--- src/rtl/iir_biquad_sched_pkg.sv ---
// Shared types and constants for the time-multiplexed biquad cascade controller.
package iir_sched_pkg;

  typedef enum logic [1:0] {IDLE, MAC, STORE, DONE} state_t;
  typedef enum logic [1:0] {OP_LOAD, OP_ADD, OP_SUB} mac_op_t;

  typedef logic [2:0] tap_t;

  localparam int   TAPS_PER_SEC = 5;
  localparam tap_t TAP_B0 = 3'd0;
  localparam tap_t TAP_B1 = 3'd1;
  localparam tap_t TAP_B2 = 3'd2;
  localparam tap_t TAP_A1 = 3'd3;
  localparam tap_t TAP_A2 = 3'd4;

  // Identity section: b0 = 1.0 in the coefficient fixed-point format, all other taps 0.
  function automatic logic signed [31:0] ident_coef(input int tap, input int shift);
    return (tap == int'(TAP_B0)) ? (32'sd1 <<< shift) : 32'sd0;
  endfunction

endpackage

--- src/rtl/iir_biquad_sched_if.sv ---
// Sample stream and coefficient-port bundle for iir_biquad_sched.
interface iir_biquad_sched_if #(
  parameter int DW = 18,
  parameter int CW = 18,
  parameter int AW = 5
);
  logic signed [DW-1:0] din;
  logic                 din_valid;
  logic                 din_ready;
  logic signed [DW-1:0] dout;
  logic                 dout_valid;
  logic                 cfg_we;
  logic [AW-1:0]        cfg_addr;
  logic signed [CW-1:0] cfg_wdata;
  logic                 cfg_ready;
  logic                 sat_err;

  modport master (
    output din, din_valid, cfg_we, cfg_addr, cfg_wdata,
    input  din_ready, dout, dout_valid, cfg_ready, sat_err
  );

  modport slave (
    input  din, din_valid, cfg_we, cfg_addr, cfg_wdata,
    output din_ready, dout, dout_valid, cfg_ready, sat_err
  );
endinterface

--- src/rtl/iir_biquad_sched_mac.sv ---
// Shared 18x18 multiplier with load/add/subtract accumulator and output scaling.
// Define IIR_SAT_EN to clamp the scaled result instead of wrapping it.
module iir_mac
  import iir_sched_pkg::*;
#(
  parameter int DW    = 18,
  parameter int CW    = 18,
  parameter int SHIFT = 16,
  parameter int ACC_W = 40
) (
  input  logic                 clk,
  input  logic                 rst,
  input  logic                 en,
  input  mac_op_t              op,
  input  logic signed [CW-1:0] coef,
  input  logic signed [DW-1:0] sample,
  output logic signed [DW-1:0] y,
  output logic                 sat
);
  localparam int PW = CW + DW;

  logic signed [PW-1:0]    prod;
  logic signed [ACC_W-1:0] prod_ext;
  logic signed [ACC_W-1:0] acc;

  assign prod     = PW'(coef) * PW'(sample);
  assign prod_ext = {{(ACC_W-PW){prod[PW-1]}}, prod};

  // NOTE: clocked state uses non-blocking assignments so every flop samples pre-edge values.
  always_ff @(posedge clk or negedge rst) begin
    if (!rst) begin
      acc <= '0;
    end else if (en) begin
      case (op)
        OP_LOAD: acc <= prod_ext;
        OP_ADD:  acc <= acc + prod_ext;
        default: acc <= acc - prod_ext;
      endcase
    end
  end

`ifdef IIR_SAT_EN
  localparam logic signed [ACC_W-1:0] Y_MAX = {{(ACC_W-DW+1){1'b0}}, {(DW-1){1'b1}}};
  localparam logic signed [ACC_W-1:0] Y_MIN = {{(ACC_W-DW+1){1'b1}}, {(DW-1){1'b0}}};

  logic signed [ACC_W-1:0] shifted;
  assign shifted = acc >>> SHIFT;

  always_comb begin
    y   = shifted[DW-1:0];
    sat = 1'b0;
    if (shifted > Y_MAX) begin
      y   = Y_MAX[DW-1:0];
      sat = 1'b1;
    end else if (shifted < Y_MIN) begin
      y   = Y_MIN[DW-1:0];
      sat = 1'b1;
    end
  end
`else
  logic unused_acc;
  assign unused_acc = ^{acc[ACC_W-1:SHIFT+DW], acc[SHIFT-1:0]};
  assign y   = acc[SHIFT+DW-1:SHIFT];
  assign sat = 1'b0;
`endif

endmodule

--- src/rtl/iir_biquad_sched.sv ---
// Cascade of NUM_SEC direct-form-I biquads sharing one MAC, six cycles per section.
// Define IIR_SAT_EN for saturating output with a sticky sat_err flag.
module iir_biquad_sched
  import iir_sched_pkg::*;
#(
  parameter int NUM_SEC = 4,
  parameter int DW      = 18,
  parameter int CW      = 18,
  parameter int SHIFT   = 16,
  parameter int ACC_W   = 40,
  parameter int AW      = $clog2(TAPS_PER_SEC * NUM_SEC)
) (
  input  logic               clk,
  input  logic               rst,
  input  logic               clr,
  iir_biquad_sched_if.slave  bus
);
  localparam int NCOEF = TAPS_PER_SEC * NUM_SEC;
  localparam int SW    = (NUM_SEC > 1) ? $clog2(NUM_SEC) : 1;
  localparam int HSZ   = 1 << SW;

  state_t               state, state_nx;
  logic [SW-1:0]        sec;
  tap_t                 tap;
  logic                 last_sec, last_tap;
  logic signed [DW-1:0] cur;
  logic signed [DW-1:0] x1 [HSZ];
  logic signed [DW-1:0] x2 [HSZ];
  logic signed [DW-1:0] y1 [HSZ];
  logic signed [DW-1:0] y2 [HSZ];
  logic signed [CW-1:0] coef [NCOEF];
  logic [AW-1:0]        coef_idx;
  logic signed [CW-1:0] mac_coef;
  logic signed [DW-1:0] mac_sample, y;
  logic                 mac_en, sat;
  mac_op_t              mac_op;
  logic signed [DW-1:0] dout_q;
  logic                 dout_valid_q, sat_err_q;

  assign last_sec = (sec == SW'(NUM_SEC - 1));
  assign last_tap = (tap == TAP_A2);

  assign bus.din_ready  = (state == IDLE);
  assign bus.cfg_ready  = (state == IDLE);
  assign bus.dout       = dout_q;
  assign bus.dout_valid = dout_valid_q;
  assign bus.sat_err    = sat_err_q;

  always_ff @(posedge clk or negedge rst) begin
    if (!rst) state <= IDLE;
    else      state <= state_nx;
  end

  // NOTE: every output of this block gets a default first, so no path can infer a latch.
  always_comb begin
    state_nx = state;
    mac_en   = 1'b0;
    mac_op   = OP_LOAD;
    if (clr) begin
      state_nx = IDLE;
    end else begin
      case (state)
        IDLE:  if (bus.din_valid) state_nx = MAC;
        MAC: begin
          mac_en = 1'b1;
          if (tap == TAP_B0)      mac_op = OP_LOAD;
          else if (tap <= TAP_B2) mac_op = OP_ADD;
          else                    mac_op = OP_SUB;
          if (last_tap) state_nx = STORE;
        end
        STORE:   state_nx = last_sec ? DONE : MAC;
        DONE:    state_nx = IDLE;
        default: state_nx = IDLE;
      endcase
    end
  end

  // Operand select: tap order b0*cur, b1*x1, b2*x2, a1*y1, a2*y2.
  always_comb begin
    coef_idx = AW'(int'(sec) * TAPS_PER_SEC + int'(tap));
    mac_coef = coef[coef_idx];
    case (tap)
      TAP_B0:  mac_sample = cur;
      TAP_B1:  mac_sample = x1[sec];
      TAP_B2:  mac_sample = x2[sec];
      TAP_A1:  mac_sample = y1[sec];
      default: mac_sample = y2[sec];
    endcase
  end

  iir_mac #(
    .DW    (DW),
    .CW    (CW),
    .SHIFT (SHIFT),
    .ACC_W (ACC_W)
  ) u_mac (
    .clk    (clk),
    .rst    (rst),
    .en     (mac_en),
    .op     (mac_op),
    .coef   (mac_coef),
    .sample (mac_sample),
    .y      (y),
    .sat    (sat)
  );

  // NOTE: the coefficient file is flops, not RAM, so it can take an async reset to identity.
  always_ff @(posedge clk or negedge rst) begin
    if (!rst) begin
      sec          <= '0;
      tap          <= TAP_B0;
      cur          <= '0;
      dout_q       <= '0;
      dout_valid_q <= 1'b0;
      sat_err_q    <= 1'b0;
      for (int i = 0; i < HSZ; i++) begin
        x1[i] <= '0;
        x2[i] <= '0;
        y1[i] <= '0;
        y2[i] <= '0;
      end
      for (int i = 0; i < NCOEF; i++) coef[i] <= CW'(ident_coef(i % TAPS_PER_SEC, SHIFT));
    end else begin
      dout_valid_q <= 1'b0;
      // A write in the accept cycle lands before the first MAC cycle reads it.
      if (state == IDLE && bus.cfg_we && int'(bus.cfg_addr) < NCOEF)
        coef[bus.cfg_addr] <= bus.cfg_wdata;
      if (clr) begin
        cur       <= '0;
        sat_err_q <= 1'b0;
        for (int i = 0; i < HSZ; i++) begin
          x1[i] <= '0;
          x2[i] <= '0;
          y1[i] <= '0;
          y2[i] <= '0;
        end
      end else begin
        case (state)
          IDLE: if (bus.din_valid) begin
            cur <= bus.din;
            sec <= '0;
            tap <= TAP_B0;
          end
          MAC: tap <= tap + 3'd1;
          STORE: begin
            x2[sec] <= x1[sec];
            x1[sec] <= cur;
            y2[sec] <= y1[sec];
            y1[sec] <= y;
            cur     <= y;
            tap     <= TAP_B0;
            if (sat) sat_err_q <= 1'b1;
            if (last_sec) begin
              dout_q       <= y;
              dout_valid_q <= 1'b1;
            end else begin
              sec <= sec + SW'(1);
            end
          end
          default: ;
        endcase
      end
    end
  end

endmodule
--- src/flat_wrapper.sv ---
// flat-port wrapper written by rule: the top's interface ports become plain ports
module iir_biquad_sched_flat import iir_sched_pkg::*;
#(
  parameter int NUM_SEC = 4,
  parameter int DW      = 18,
  parameter int CW      = 18,
  parameter int SHIFT   = 16,
  parameter int ACC_W   = 40,
  parameter int AW      = $clog2(TAPS_PER_SEC * NUM_SEC)
)
  (clk, rst, clr, bus_din, bus_din_valid, bus_cfg_we, bus_cfg_addr, bus_cfg_wdata, bus_din_ready, bus_dout, bus_dout_valid, bus_cfg_ready, bus_sat_err);
  iir_biquad_sched_if #(.DW(DW), .CW(CW), .AW(AW)) bus_i ();
  input  logic clk;
  input  logic rst;
  input  logic clr;
  input wire logic [$bits(bus_i.din)-1:0] bus_din;
  input wire logic [$bits(bus_i.din_valid)-1:0] bus_din_valid;
  input wire logic [$bits(bus_i.cfg_we)-1:0] bus_cfg_we;
  input wire logic [$bits(bus_i.cfg_addr)-1:0] bus_cfg_addr;
  input wire logic [$bits(bus_i.cfg_wdata)-1:0] bus_cfg_wdata;
  output wire logic [$bits(bus_i.din_ready)-1:0] bus_din_ready;
  output wire logic [$bits(bus_i.dout)-1:0] bus_dout;
  output wire logic [$bits(bus_i.dout_valid)-1:0] bus_dout_valid;
  output wire logic [$bits(bus_i.cfg_ready)-1:0] bus_cfg_ready;
  output wire logic [$bits(bus_i.sat_err)-1:0] bus_sat_err;
  assign bus_i.din = bus_din;
  assign bus_i.din_valid = bus_din_valid;
  assign bus_i.cfg_we = bus_cfg_we;
  assign bus_i.cfg_addr = bus_cfg_addr;
  assign bus_i.cfg_wdata = bus_cfg_wdata;
  assign bus_din_ready = bus_i.din_ready;
  assign bus_dout = bus_i.dout;
  assign bus_dout_valid = bus_i.dout_valid;
  assign bus_cfg_ready = bus_i.cfg_ready;
  assign bus_sat_err = bus_i.sat_err;
  iir_biquad_sched #(.NUM_SEC(NUM_SEC), .DW(DW), .CW(CW), .SHIFT(SHIFT), .ACC_W(ACC_W), .AW(AW)) u_core (.clk(clk), .rst(rst), .clr(clr), .bus(bus_i));
endmodule
--- config.mk ---
export PLATFORM = sky130hd
export DESIGN_NAME = iir_biquad_sched_flat
export DESIGN_NICKNAME = d
export VERILOG_FILES = /design/src/rtl/iir_biquad_sched_pkg.sv /design/src/rtl/iir_biquad_sched_if.sv /design/src/rtl/iir_biquad_sched_mac.sv /design/src/rtl/iir_biquad_sched.sv /design/src/flat_wrapper.sv
export SDC_FILE = /design/constraint.sdc
export NUM_CORES = 2
export LEC_CHECK = 0
export ABC_AREA = 1
export BUFFER_PORTS_ARGS = -buffer_cell sky130_fd_sc_hd__buf_2
export CAP_MARGIN = 20
export CORE_MARGIN = 3
export CORE_UTILIZATION = 30
export CTS_CLUSTER_SIZE = 25
export DETAILED_ROUTE_END_ITERATION = 12
export PLACE_DENSITY = 0.5
export SLEW_MARGIN = 40
export SYNTH_ARGS = -nofsm -noshare
export SYNTH_HDL_FRONTEND = slang
export SYNTH_SLANG_ARGS = --single-unit
--- constraint.sdc ---
create_clock -name clk -period 14.5 [get_ports clk]
set_input_delay 0.725 -clock clk [delete_from_list [all_inputs] [get_ports clk]]
set_output_delay 0.725 -clock clk [all_outputs]
set_load 0.02 [all_outputs]
==> reports/summary.md <==
The number of antenna violations at the first check in global routing was 3. STA classifies the critical path endpoint as a flop. The critical path contains buffers and inverters numbering 10 combined. The most frequently used flop master after synthesis is sky130_fd_sc_hd__dfrtp_1. The number of nets in the finished design is 6303. The tools report the root cell of the clock tree as sky130_fd_sc_hd__clkbuf_16. The final wirelength is 163.6 mm, and the die outline area is 165300 um2.

The logs give 0.8695 for the weighted congestion at the end of routability-driven global placement and 2.042 ns for the worst-case setup margin in the final layout. The worst register-to-register path has a setup slack of 2.04 ns. For the final count of pins violating max slew, the log shows 0. In the post-synthesis netlist, the biggest area contributors are sky130_fd_sc_hd__dfrtp_1 38%, sky130_fd_sc_hd__fa_1 13%, sky130_fd_sc_hd__nand2_1 10%.

Of the post-synthesis cell area, the dominant cell type holds 37.53%. In this run the worst hold path is classified as input pin to flop. The core outline area is 158900 um2. 0 antenna diodes ended up in the layout. For the worst setup path, the data required time is 15.06 ns.

Synthesis instantiated 66 different standard cells from the library. The floorplan step set the die height to 406.6 um. Setup repair after global routing left no endpoint under its margin. Across the run, the number of max-cap violations was 0.

Dividing the synthesized area by the synthesized cell count gives 8.136 um2. Row count: 146. The most common cell type on the critical path was sky130_fd_sc_hd__nand2_1. Of the available clock period, the critical path in the final layout requires 85.92%.

The kind of launch point of the worst setup path was a flop. In this design, the stage delay of the slowest critical-path cell is 0.73 ns. The count of buffers added on input and output ports is 66. The largest net degree at the start of global routing was 186; the number of warnings reported in the yosys synthesis log was 0.

The H-tree was split into 3 levels. The synthesis-to-layout area growth is 10.57%, and the maximum clock frequency is 0.08027 GHz. The run gives 0 as the overflow left after global routing. TritonCTS built the clock tree.

The hold violation count in the final report was 0. The number of register bits inferred by synthesis came out at 726. The total vias in the final route was 40680. After technology mapping, the gate count stands at 5916. The per-cell via count in the routed design is 5.125, and the initial detailed-routing violation count is 3542. Cells with a size suffix above 1 make up 7.025% of the layout. Synthesis produced a netlist with a net count of 6418. The tools report the count of antenna-violating nets left after detailed routing as 0. Of all flip-flops after synthesis, the portion carrying an async set or reset was 100.0%.

The slowest cell on the critical path was sky130_fd_sc_hd__fa_1. The overall die width is 406.6 um, and the number of enable flip-flop cells after synthesis is 0. The insertion delay to the later sink of the worst-skew pair is 0.69 ns, and the layout filler cell count is 16850. For the worst-case clock skew, the log shows 0.03722 ns.

At the placement stage, the worst setup path has a slack of 2.147 ns. The family of cells with the greatest summed delay on the critical path is adder cells. The via count of the first global-routing pass was 40710; the maximum buffer depth of the clock tree was 3.

The data arrival time at the worst-slack endpoint came out at 13.02 ns. The critical path is of the flop to flop type. Of all cell types, the one taking the most synthesized area is sky130_fd_sc_hd__dfrtp_1.

For this run, the total global-route usage over all layers was measured as 19.84%. The run gives 0 as the number of remaining DRC errors. Clock-pin slew was measured on the worst setup and hold paths at 0.06 ns. The tightest hold path in the finished design has a slack of 0.3938 ns.

The number of clock buffers inserted by TritonCTS was 84; the number of sinks on the clock net was 726. The number of top-level pins is 68. The summed instance area of the synthesized netlist was 48130 um2; the number of post-CTS setup repair buffers was 0. The final design utilization was 33.49%.

Detailed placement ended at an HPWL of 109.2 mm. The worst slew margin relative to its limit came out at 40.12%. The effective utilization at floorplan is 30.29%. For this run, the register share of the synthesized area comes to 37.75%.

The largest fanout on the critical path was 30; the first-pass detailed-route iteration total was 5. The flow ran to the end, and the final reports show no timing, DRC or antenna violations. The clock period minus worst slack works out to 12.46 ns.

The final setup TNS is 0 ns, and the global-route wire length before repair is 254.2 mm. Setup violations remaining at the end of the flow were counted as 0. After detailed routing, the average wire length per cell comes to 20.62 um. The transition time at the pin with the least slew margin came out at 0.8961 ns.
==> repair_timing <==
action                                  in CTS  in global routing
hold buffers                                 1                  0
endpoints found under the hold margin       37                  0
endpoints found under the setup margin       0                  0
resized for setup                            0                  0
==> flip-flops by register name, summed over array words and instances, names as in the netlist <==
signal and flops:
u_core.x1 72, u_core.cur 18, u_core.y1 72, u_core.y2 72, u_core.u_mac.acc 34, u_core.bus.dout 18, u_core.sec 2, u_core.tap 3
u_core.bus.dout_valid 1, u_core.state 2, u_core.coef 360, u_core.x2 72
==> final timing paths <==
kind / from / cells after the start / end
hold / removal: clr / 2 / u_core.bus.dout_valid
setup reg to reg: u_core.sec[1] / 50 / u_core.u_mac.acc[33]
min in group asynchronous: rst / 2 / u_core.x1[55]
hold reg to reg: u_core.bus.dout[3] / 2 / u_core.bus.dout[3]
setup / recovery: u_core.sec[1] / 50 / u_core.u_mac.acc[33]
max in group asynchronous: rst / 6 / u_core.coef[175]
==> cell type report <==
| cell class | instances | area (um2) | share of cell area (%) |
|---|---|---|---|
| timing repair buffer | 144 | 1094 | 2.055 |
| tap | 2072 | 2592 | 4.871 |
| sequential | 726 | 18180 | 34.16 |
| inverter | 895 | 3381 | 6.352 |
| multi-input combinational | 3950 | 25240 | 47.43 |
| clock inverter | 19 | 158.9 | 0.2986 |
| clock buffer | 131 | 2574 | 4.836 |
==> cells in the mapped netlist (all sizes together), types with 36 or more instances <==
| cell type | instances |
|---|---|
| dfrtp | 722 |
| xor2 | 46 |
| a21oi | 313 |
| o22ai | 157 |
| nor2 | 222 |
| nand2 | 1342 |
| fa | 317 |
| ha | 139 |
| inv | 882 |
| clkbuf | 218 |
| nor3 | 36 |
| o21ai | 825 |
| nand3 | 322 |
| buf | 127 |
==> metal layers <==
metal  vias up  track usage (%)  part of all wire, %
met4         0            4.577                  2.3
met5         -                0                    0
li1      18900                -                    -
met3       197            2.633                  5.6
met1     20320            27.70                   45
met2      1265            32.65                   47
==> cell usage in the layout, fill, tap and decap left out, types with 9 or more instances in the layout <==
cell type / synthesis / layout
sky130_fd_sc_hd__o21ai_0: 809 / 809
sky130_fd_sc_hd__buf_4: 19 / 60
sky130_fd_sc_hd__a31oi_1: 17 / 10
sky130_fd_sc_hd__inv_1: 860 / 859
sky130_fd_sc_hd__nand3_2: 9 / 9
sky130_fd_sc_hd__o311ai_0: 10 / 10
sky130_fd_sc_hd__a221oi_1: 15 / 14
sky130_fd_sc_hd__nand3_1: 311 / 311
sky130_fd_sc_hd__clkinv_1: 13 / 10
sky130_fd_sc_hd__o221ai_1: 27 / 27
sky130_fd_sc_hd__clkbuf_8: 0 / 21
sky130_fd_sc_hd__o211ai_1: 23 / 23
sky130_fd_sc_hd__buf_2: 78 / 65
sky130_fd_sc_hd__xnor2_1: 14 / 13
sky130_fd_sc_hd__nor2_1: 209 / 209
sky130_fd_sc_hd__nand2_2: 23 / 36
sky130_fd_sc_hd__nand4_1: 18 / 18
sky130_fd_sc_hd__nor3_1: 28 / 28
sky130_fd_sc_hd__nor2_2: 9 / 9
sky130_fd_sc_hd__o2111ai_1: 11 / 11
sky130_fd_sc_hd__a32o_1: 13 / 13
sky130_fd_sc_hd__clkbuf_1: 217 / 22
sky130_fd_sc_hd__fa_1: 317 / 317
sky130_fd_sc_hd__ha_1: 139 / 137
sky130_fd_sc_hd__clkinv_2: 0 / 13
sky130_fd_sc_hd__clkbuf_16: 0 / 88
sky130_fd_sc_hd__o22ai_1: 157 / 157
sky130_fd_sc_hd__inv_2: 21 / 21
sky130_fd_sc_hd__a21oi_1: 310 / 310
sky130_fd_sc_hd__nand2_1: 1315 / 1298
sky130_fd_sc_hd__a22oi_1: 25 / 25
sky130_fd_sc_hd__dfrtp_1: 722 / 720
sky130_fd_sc_hd__xor2_1: 42 / 42
==> cell families (layout without fill, tap and decap cells) <==
| family | after synthesis | after routing | share of synthesized area [%] |
|---|---|---|---|
| flops | 726 | 726 | 37.75 |
| buf+inv | 1240 | 1189 | 10.22 |
| fa+ha+maj | 456 | 456 | 16.80 |
| compound gates | 1469 | 1469 | 16.89 |
| simple gates | 1961 | 1961 | 17.01 |
| other cells | 1 | 1 | 0.007791 |
| xor+xnor | 63 | 63 | 1.326 |
==> per-stage QoR <==
step,instances,area [um2]
3_5_place_dp,7785,50430
6_report,7937,53220
3_3_place_gp,7782,50210
2_1_floorplan,5916,48130
4_1_cts,7936,53180
5_1_grt,7937,53220
Power is not shown: default switching activity piles up to over one toggle a cycle in this logic, so the estimate is an artifact.
